### config.mk
export PLATFORM = sky130hd
export DESIGN_NAME = framebuffer_arbiter
export DESIGN_NICKNAME = d
export VERILOG_FILES = /design/src/rtl/framebuffer_arbiter.sv
export SDC_FILE = /design/constraint.sdc
export NUM_CORES = 1
export LEC_CHECK = 0
export ABC_AREA = 1
export BUFFER_PORTS_ARGS = -buffer_cell sky130_fd_sc_hd__buf_2
export CORE_MARGIN = 2
export CORE_UTILIZATION = 30
export CTS_BUF_LIST = sky130_fd_sc_hd__clkbuf_4
export DETAILED_ROUTE_END_ITERATION = 10
export PLACE_DENSITY = 0.5
export SYNTH_ARGS = -nofsm -noshare
export SYNTH_HDL_FRONTEND = slang
export SYNTH_SLANG_ARGS = --single-unit
### constraint.sdc
create_clock -name clock -period 1.4 [get_ports clock]
set_clock_uncertainty 0.15 [all_clocks]
set_input_delay 0.21 -clock clock [delete_from_list [all_inputs] [get_ports clock]]
set_output_delay 0.21 -clock clock [all_outputs]
set_load 0.01 [all_outputs]
### src/rtl/framebuffer_arbiter.sv
// Shares the single-port framebuffer RAM between VGA scan-out reads and CPU pixel writes.
// Define FB_ARB_STEAL_EN to let a long-waiting CPU write steal a display slot.
module framebuffer_arbiter #(
  parameter int ColorBits = 3,
  parameter int screenX   = 320,
  parameter int screenY   = 240,
  parameter int AddrBits  = 17,
  parameter int MaxWait   = 15
) (
  input  logic                 clock,
  input  logic                 reset,
  input  logic [9:0]           posicionX,
  input  logic [9:0]           posicionY,
  input  logic                 cpuWriteReq,
  input  logic [AddrBits-1:0]  cpuWriteAddr,
  input  logic [ColorBits-1:0] cpuWriteData,
  output logic                 cpuWriteAck,
  output logic                 cpuAddrError,
  output logic [AddrBits-1:0]  memAddr,
  output logic [ColorBits-1:0] memWriteData,
  output logic                 memWriteEnable,
  input  logic [ColorBits-1:0] memReadData,
  output logic [ColorBits-1:0] pixelValue
);

  typedef enum logic {GRANT_DISP = 1'b0, GRANT_CPU = 1'b1} grant_e;
  typedef enum logic [1:0] {SLOT_NONE = 2'd0, SLOT_READ = 2'd1, SLOT_STEAL = 2'd2} slot_e;

  localparam logic [9:0]          c_x_lim     = 10'(screenX);
  localparam logic [9:0]          c_y_lim     = 10'(screenY);
  localparam logic [AddrBits-1:0] c_width     = AddrBits'(screenX);
  localparam logic [AddrBits-1:0] c_fb_pixels = AddrBits'(screenX * screenY);

  if ((longint'(1) << AddrBits) < longint'(screenX) * longint'(screenY)) begin : g_bad_addr_bits
    $error("AddrBits too small for screenX*screenY");
  end
  if (MaxWait < 1 || MaxWait > 255) begin : g_bad_max_wait
    $error("MaxWait must be in 1..255");
  end

  grant_e                r_state, w_state_next;
  slot_e                 r_slot_s1, r_slot_s2, w_slot_next;
  logic [AddrBits-1:0]   r_mem_addr, w_mem_addr_next;
  logic [ColorBits-1:0]  r_mem_wdata, w_mem_wdata_next;
  logic                  r_mem_we, w_mem_we_next;
  logic                  r_addr_err, w_addr_err_next;
  logic [ColorBits-1:0]  r_pixel, w_pixel_next;

  logic                  w_active;
  logic [AddrBits-1:0]   w_disp_addr;
  logic                  w_addr_ok;
  logic                  w_cpu_eligible;
  logic                  w_grant_cpu;

  assign w_active       = (posicionX < c_x_lim) && (posicionY < c_y_lim);
  assign w_disp_addr    = AddrBits'(posicionY) * c_width + AddrBits'(posicionX);
  assign w_addr_ok      = cpuWriteAddr < c_fb_pixels;
  // The ack cycle itself blocks a new grant, which caps CPU writes at one per two cycles.
  assign w_cpu_eligible = cpuWriteReq && (r_state == GRANT_DISP);

`ifdef FB_ARB_STEAL_EN
  localparam logic [7:0] c_max_wait = 8'(MaxWait);

  logic [7:0] r_wait_count, w_wait_next;
  logic       w_wait_done;

  assign w_wait_done = (r_wait_count == c_max_wait);
  assign w_grant_cpu = w_cpu_eligible && (!w_active || w_wait_done);

  always_comb begin
    w_wait_next = r_wait_count;
    if (!cpuWriteReq || w_grant_cpu) begin
      w_wait_next = '0;
    end else if (!w_wait_done) begin
      w_wait_next = r_wait_count + 8'd1;
    end
  end

  always_ff @(posedge clock or negedge reset) begin
    if (!reset) begin
      r_wait_count <= '0;
    end else begin
      r_wait_count <= w_wait_next;
    end
  end
`else
  assign w_grant_cpu = w_cpu_eligible && !w_active;
`endif

  // NOTE: every signal written here gets a default first, so no path leaves it unassigned and no latch is inferred.
  always_comb begin
    w_state_next     = GRANT_DISP;
    w_mem_addr_next  = w_active ? w_disp_addr : '0;
    w_mem_wdata_next = r_mem_wdata;
    w_mem_we_next    = 1'b0;
    w_addr_err_next  = 1'b0;
    w_slot_next      = w_active ? SLOT_READ : SLOT_NONE;
    if (w_grant_cpu) begin
      w_state_next     = GRANT_CPU;
      w_mem_addr_next  = cpuWriteAddr;
      w_mem_wdata_next = cpuWriteData;
      w_mem_we_next    = w_addr_ok;
      w_addr_err_next  = !w_addr_ok;
      w_slot_next      = w_active ? SLOT_STEAL : SLOT_NONE;
    end
  end

  // A stolen slot never read the RAM, so the mapper keeps seeing the last good pixel.
  always_comb begin
    w_pixel_next = '0;
    case (r_slot_s2)
      SLOT_READ:  w_pixel_next = memReadData;
      SLOT_STEAL: w_pixel_next = r_pixel;
      default:    w_pixel_next = '0;
    endcase
  end

  // NOTE: state uses non-blocking assignments so every register samples pre-edge values.
  always_ff @(posedge clock or negedge reset) begin
    if (!reset) begin
      r_state     <= GRANT_DISP;
      r_mem_addr  <= '0;
      r_mem_wdata <= '0;
      r_mem_we    <= 1'b0;
      r_addr_err  <= 1'b0;
      r_slot_s1   <= SLOT_NONE;
      r_slot_s2   <= SLOT_NONE;
      r_pixel     <= '0;
    end else begin
      r_state     <= w_state_next;
      r_mem_addr  <= w_mem_addr_next;
      r_mem_wdata <= w_mem_wdata_next;
      r_mem_we    <= w_mem_we_next;
      r_addr_err  <= w_addr_err_next;
      r_slot_s1   <= w_slot_next;
      r_slot_s2   <= r_slot_s1;
      r_pixel     <= w_pixel_next;
    end
  end

  assign cpuWriteAck    = (r_state == GRANT_CPU);
  assign cpuAddrError   = r_addr_err;
  assign memAddr        = r_mem_addr;
  assign memWriteData   = r_mem_wdata;
  assign memWriteEnable = r_mem_we;
  assign pixelValue     = r_pixel;

endmodule

Word-level counts from Yosys, hierarchy flattened --
Cells that the tools add are included.
Word-level totals: logic and storage cells 30, output and inout port bits 26, bits of input ports 46, register bits 30
Cells by class: reduce and logical (&&, ||, !) cells 5, add/subtract/negate cells 1, multiplexer cells 9, order comparisons 3, eq/ne operators 2, multiply operators 1, bitwise gates (word level) 1
Operators with widths (number):
- $mux W17 | 2
- $add A17 B10 Y17 | 1
- $lt A17 B17 Y1 const B | 1
- $mul A10 B3 Y11 const B | 1
- $lt A10 B8 Y1 const B | 1
- $lt A10 B9 Y1 const B | 1
- $pmux W3 S2 | 1
- $mux W1 | 4
- $mux W2 | 2
- $logic_and A1 B1 Y1 | 3
- $eq A2 B1 Y1 const B | 1
- $eq A2 B2 Y1 const B | 1
- $logic_not A1 Y1 | 2
- $not A1 Y1 | 1

Longest topological paths before layout --
Gate-level depths: netlist of the first run.
word-level depth 5, depth in mapped cells 13

Worst setup path after synthesis of the first run --
OpenSTA, ideal clock, no wires.
path kind in2reg, from in posicionY[1], to reg r_mem_addr[16] (netlist: memAddr[16]), slack -0.766 ns, cell stages on the path 11, data arrival time 1.899 ns, required time 1.133 ns, cell sequence ha_1 ha_1 fa_1 xor2_1 inv_2 nor2_4 nand3_1 nor2_2 nand3_1 nand3_1 nand2_1
Between the ends: longest elaborated chain between the ends 5
RTL lines:
- from (decl) | line 13 | input logic [9:0] posicionY,
- branches (longest 4 deep; another with $add A17 B10 Y17)
- $mux W17 * | line 98 | if (w_grant_cpu) begin
- named net w_mem_addr_next[16] | line 43 | logic [AddrBits-1:0] r_mem_addr, w_mem_addr_next;
- to (signal assigned) | line 131 | r_mem_addr <= w_mem_addr_next;
- to (decl) | line 43
Mark *: on every way through the listed nets, which the timed path passes. A chain may end at the register's enable or synchronous reset.

Worst setup path after layout of the first run --
Same ends and word-level chain as after synthesis.

==> impl_metrics.env, run 1 <==
export IMPL_hpwl_mm=3.61
export IMPL_cts_buffers=5
export IMPL_row_count=28
export IMPL_vias=1890
export IMPL_power_leakage_nw=1.68
export IMPL_min_period_ps=1810
export IMPL_drt_iter0_markers=47
export IMPL_wl_mm=4.93
export IMPL_period_share_pct=129
export IMPL_critPathSlowestCell="fa_2"
export IMPL_yosysSeqAreaShare_pct=41.1
export IMPL_status="finished with violations"
export IMPL_violations="negative setup slack"
export IMPL_clockBufferDepth=2
export IMPL_yosysUniqueCellTypes=25
export IMPL_grt_pass1_wl_mm=7.46
export IMPL_powerDensity_nw_per_um2=829
export IMPL_required_ps=1510
export IMPL_crit_type="input pin to register"
export IMPL_final_antenna_net_count=0
export IMPL_syn_inst=220
export IMPL_pin_count=72
export IMPL_drive_gt1_share_pct=42.6
export IMPL_start_util_pct=31.0
export IMPL_antenna_found_initial=0
export IMPL_avgSynthCellArea_um2=8.30
export IMPL_finalHoldViolCount=0
export IMPL_grt_overflow=0
export IMPL_ys_seq_elements=30
export IMPL_routabilityCongestion=0.795
export IMPL_cts_sinks=30
export IMPL_max_cap_viol_count=0
export IMPL_max_clock_freq_mhz=552
export IMPL_fillerInstances=553
export IMPL_grt_pass1_vias=1821
export IMPL_cts_tree="done"
export IMPL_start_kind="input pin"
export IMPL_coreArea_um2=5890
export IMPL_fin_util_pct=53.5
export IMPL_r2r_slack_ps=190
export IMPL_peakVddDrop_mv=0.409
export IMPL_rsz0062_at_grt="true"
export IMPL_n_antenna_cell=0
export IMPL_endpoint_kind="register"
export IMPL_syn_num_nets=287
export IMPL_yosys_area_top_type="dfrtp_1"
export IMPL_path_max_fanout=3
export IMPL_worst_hold_path_type="input pin to register"
export IMPL_layout_common_cells="buf_2 (65), nand2_1 (52), dfrtp_1 (30)"
export IMPL_finalPower_mw=2.61
export IMPL_grt_max_degree=31
export IMPL_yosys_warnings=0
export IMPL_cts_root_buf="clkbuf_4"
export IMPL_final_common_cell="buf_2"
export IMPL_routedWlPerCell_um=11.5
export IMPL_die_y_um=82.0
export IMPL_io_buffers=71
export IMPL_setup_ws_ps=-410
export IMPL_clk_latency_ps=320
export IMPL_synth_top_cells_by_area="dfrtp_1 (41%), ha_1 (13%), nand2_1 (12%)"
export IMPL_crit_chain="buf_8 -> ha_4 -> ha_4 -> fa_2 -> xor2_4 -> inv_2 -> nor2_4 -> inv_2 -> nor2_4 -> nand3_1 -> nand2_1 -> nand3_1 -> nand2_1"
export IMPL_fin_nets=419
export IMPL_netlist_area_um2=1830
export IMPL_dr_pass1_iters=4
export IMPL_regArea_um2=751
export IMPL_clk_pin_slew_ps=90
export IMPL_slowest_delay_ps=400
export IMPL_setup_violations=7
export IMPL_viasPerCell=4.43
export IMPL_dieArea_um2=6730
export IMPL_drv_slew=0
export IMPL_synth_top_cell_area_share_pct=41.1
export IMPL_crit_arrival_ps=1920
export IMPL_die_x_um=82.0
export IMPL_cts_max_level=2
export IMPL_multi_input_area_um2=1210
export IMPL_grt_use_total_pct=14.4
export IMPL_final_area_um2=3150
export IMPL_area_delta_synth_final_pct=72.3
export IMPL_drc=0
export IMPL_place_area_um2=2540
==> state kept, by name, summed over array words and instances, names as in the netlist <==
name / cells
memAddr: 17
memWriteData: 3
pixelValue: 3
r_slot_s1: 2
r_slot_s2: 2
cpuAddrError: 1
cpuWriteAck: 1
memWriteEnable: 1
==> critical path, delay by kind of cell <==
family / cells / cell delay, ps
xor+xnor: 1 / 190
fa+ha+maj: 3 / 790
buf+inv: 3 / 220
simple gates: 6 / 510
==> power breakdown <==
group,internal (mW),switching (mW)
Combinational,0.521,0.507
Clock,0.361,0.272
Sequential,0.929,0.0195
Total,1.81,0.799
==> cells by family (layout without fill, tap and decap cells) <==
group           Yosys count  count (layout)  synth area share, %
xor+xnor                  2               2                0.959
buf+inv                  28             160                 6.78
other cells               1               1                0.205
simple gates            111             111                 26.6
compound gates           27              27                 9.18
flops                    30              30                 41.1
fa+ha+maj                21              21                 15.2
==> worst paths after layout <==
path,startpoint,endpoint,depth (start not counted)
min reg2reg,r_slot_s1[0],r_slot_s2[0],0
min in group asynchronous,reset,pixelValue[2],3
max,posicionY[1],memAddr[16],13
min,cpuWriteAddr[11],memAddr[11],3
max reg2reg,cpuWriteAck,memAddr[12],6
max in group asynchronous,reset,memAddr[16],3
==> metrics by stage <==
stage          hold WS [ps]  setup slack [ps]  cells  setup TNS, ps
6_report                107              -410    427          -1970
4_1_cts                 138              -415    428          -1960
3_5_place_dp           89.1              -802    389          -8780
5_1_grt                 122              -493    427          -2460
3_3_place_gp           92.7              -804    389          -8890
2_1_floorplan          -236              -572    220          -3050
==> cell usage after synthesis (all sizes together) <==
| cell type | instances |
|---|---|
| nand2 | 61 |
| dfrtp | 30 |
| inv | 25 |
| nand3 | 22 |
| ha | 19 |
| nor2 | 19 |
| o21ai | 13 |
| a22o | 8 |
| a21oi | 5 |
| nand4 | 4 |
| or2 | 3 |
| buf | 2 |
| fa | 2 |
| xor2 | 2 |
| a21o | 1 |
| clkbuf | 1 |
| conb | 1 |
| nor3 | 1 |
| nor4 | 1 |
==> layout make-up <==
class	count	area share [%]
multi-input combinational	162	38.6
timing repair buffer	128	29.3
clock inverter	2	1.07
sequential	30	23.9
tap	75	2.98
inverter	25	2.98
clock buffer	5	1.19
==> layer usage <==
| metal | global-route usage, % | part of all wire [%] | vias to the layer above |
|---|---|---|---|
| met5 | 0 | 0 | - |
| met4 | 4.50 | 1.2 | 0 |
| met3 | 3.19 | 6.6 | 6 |
| met2 | 28.4 | 51 | 55 |
| met1 | 14.9 | 41 | 847 |
| li1 | - | - | 982 |
==> what timing repair did <==
item                                   in CTS  in global routing
pin swaps                                  14                 11
setup buffers                               2                  3
endpoints found under the hold margin      53                  0
hold buffers                               30                  0
setup endpoints to repair                   8                 19
gates resized for setup                    23                 25
Power figures use the tool's default switching activity.
==> inputs of run 2 (changes only) <==
--- a/config.mk
+++ b/config.mk
@@ -9,7 +9,7 @@
 export BUFFER_PORTS_ARGS = -buffer_cell sky130_fd_sc_hd__buf_2
 export CORE_MARGIN = 2
 export CORE_UTILIZATION = 30
-export CTS_BUF_LIST = sky130_fd_sc_hd__clkbuf_4
+export CTS_BUF_LIST = sky130_fd_sc_hd__clkbuf_16
 export DETAILED_ROUTE_END_ITERATION = 10
 export PLACE_DENSITY = 0.5
 export SYNTH_ARGS = -nofsm -noshare
==> run 2 against run 1 <==
- the flow still finishes with violations (negative setup slack)
- die area stayed put
- clock power increased by 80%
- total power grew 18%
- sequential power is 0.4% higher
- core utilization shrank 2.4 points
- largest cell class unchanged
==> impl_metrics.env, run 2 (same netlist as run 1, synthesis figures left out) <==
export IMPL_die_y_um=82.0
export IMPL_setup_ws_ps=-458
export IMPL_status="finished with violations"
export IMPL_crit_chain="buf_8 -> ha_4 -> ha_4 -> fa_2 -> xor2_4 -> inv_2 -> nor2_4 -> inv_2 -> nor2_4 -> nand3_1 -> nand2_1 -> nand3_1 -> nand2_1"
export IMPL_max_cap_viol_count=0
export IMPL_fillerInstances=576
export IMPL_r2r_slack_ps=240
export IMPL_coreArea_um2=5890
export IMPL_power_frac_clock_pct=37.2
export IMPL_power_leakage_nw=1.59
export IMPL_violations="negative setup slack"
export IMPL_drc=0
export IMPL_crit_type="input pin to register"
export IMPL_max_clock_freq_mhz=538
export IMPL_comb_power_share_pct=31.7
export IMPL_start_kind="input pin"
export IMPL_final_antenna_net_count=0
export IMPL_grt_max_degree=31
export IMPL_clockBufferDepth=2
export IMPL_antenna_found_initial=0
export IMPL_final_common_cell="buf_2"
export IMPL_placed_cells=389
export IMPL_peakVddDrop_mv=0.861
export IMPL_grt_pass1_vias=1648
export IMPL_crit_arrival_ps=1910
export IMPL_drv_slew=0
export IMPL_drive_gt1_share_pct=46.8
export IMPL_fin_cells=404
export IMPL_grt_overflow=0
export IMPL_holdWs_ps=9.23
export IMPL_cp_num_buf_inv=3
export IMPL_p_sw_share_pct=27.5
export IMPL_cts_tree="done"
export IMPL_cp_top_family="adder cells"
export IMPL_io_buffers=71
export IMPL_cts_max_level=2
export IMPL_cts_sinks=30
export IMPL_grt_pass1_wl_mm=6.96
export IMPL_pin_count=72
export IMPL_critPathSlowestCell="fa_2"
export IMPL_dr_pass1_iters=4
export IMPL_drt_iter0_markers=64
export IMPL_endpoint_kind="register"
export IMPL_die_x_um=82.0
export IMPL_setup_violations=7
export IMPL_dieArea_um2=6730
export IMPL_largest_reg_flops=17
export IMPL_min_period_ps=1860
export IMPL_finalHoldViolCount=0
export IMPL_multi_input_area_um2=1240
export IMPL_hpwl_mm=3.61
export IMPL_n_antenna_cell=0
export IMPL_p_int_mw=2.22
export IMPL_clk_pin_slew_ps=50
export IMPL_start_util_pct=31.0
export IMPL_rsz0062_at_grt="true"
export IMPL_layout_common_cells="buf_2 (68), nand2_1 (51), dfrtp_1 (30)"
export IMPL_regArea_um2=751
export IMPL_finalPower_mw=3.07
export IMPL_clk_latency_ps=270
export IMPL_wl_mm=4.65
export IMPL_worst_hold_path_type="input pin to register"
export IMPL_cts_root_buf="clkbuf_16"
export IMPL_netSwitchingPower_mw=0.843
export IMPL_routabilityCongestion=0.795
export IMPL_required_ps=1450
export IMPL_seqPwrFrac_pct=31.1
export IMPL_area_delta_synth_final_pct=64.6
export IMPL_row_count=28
export IMPL_viasPerCell=4.44
export IMPL_powerDensity_nw_per_um2=1020
export IMPL_path_max_fanout=3
export IMPL_tns_ps=-2400
export IMPL_period_share_pct=133
export IMPL_vias=1794
export IMPL_fin_nets=396
export IMPL_routedWlPerCell_um=11.5
export IMPL_slowest_delay_ps=400
export IMPL_cts_buffers=5
export IMPL_grt_use_total_pct=13.4
## run 2: repair_timing
action / 4_1_cts / 5_1_grt
buffers inserted: 4 / 1
setup endpoints to repair: 16 / 20
hold buffers: 5 / 0
hold endpoints to repair: 34 / 0
pin swaps: 19 / 14
gates resized for setup: 31 / 19
## run 2: worst paths after layout
path | start | endpoint | depth (start not counted)
max | posicionY[1] | memAddr[16] | 13
min | cpuWriteAddr[7] | memAddr[7] | 2
max reg2reg | cpuWriteAck | memAddr[4] | 5
min reg2reg | r_slot_s1[0] | r_slot_s2[0] | 0
max in group asynchronous | reset | memAddr[1] | 3
min in group asynchronous | reset | pixelValue[2] | 3
## run 2: power by group through the flow
stage | Combinational (mW) | Clock, mW | Sequential (mW)
2_1_floorplan | 0.434 | 0 | 1.00
3_3_place_gp | 0.803 | 0 | 0.966
3_5_place_dp | 0.802 | 0 | 0.967
4_1_cts | 0.920 | 1.17 | 0.953
5_1_grt | 1.09 | 1.21 | 0.958
6_report | 0.972 | 1.14 | 0.953
## run 2: area by class of cell
type / count / area share (%)
multi-input cells: 162 / 41.1
well taps: 75 / 3.12
flip-flops and latches: 30 / 25.0
clock buffers: 5 / 4.16
clock inverters: 2 / 1.12
repair buffers: 105 / 22.4
inverters: 25 / 3.12
## run 2: routing by layer
layer | vias to the layer above | global-route usage (%) | share of wire [%]
met5 | - | 0 | 0
met1 | 798 | 14.5 | 41
li1 | 938 | - | -
met2 | 54 | 25.9 | 51
met3 | 4 | 2.97 | 7.7
met4 | 0 | 3.50 | 0.86
## run 2: stage by stage
| step | setup WS [ps] | cell area [um^2] | utilization, % |
|---|---|---|---|
| after floorplan | -572 | 1910 | - |
| after global placement | -804 | 2540 | 43.1 |
| after detailed placement | -802 | 2540 | 43.1 |
| after CTS | -487 | 2920 | 49.7 |
| after global routing | -561 | 3010 | 51.1 |
| final | -458 | 3010 | 51.1 |
## run 2: worst register-to-register path, cell delays in order, from the launching register on
cell     delay [ps]
dfrtp_1         390
nor2_1          140
nand2_2          80
inv_2            70
buf_12          130
a22o_1          140
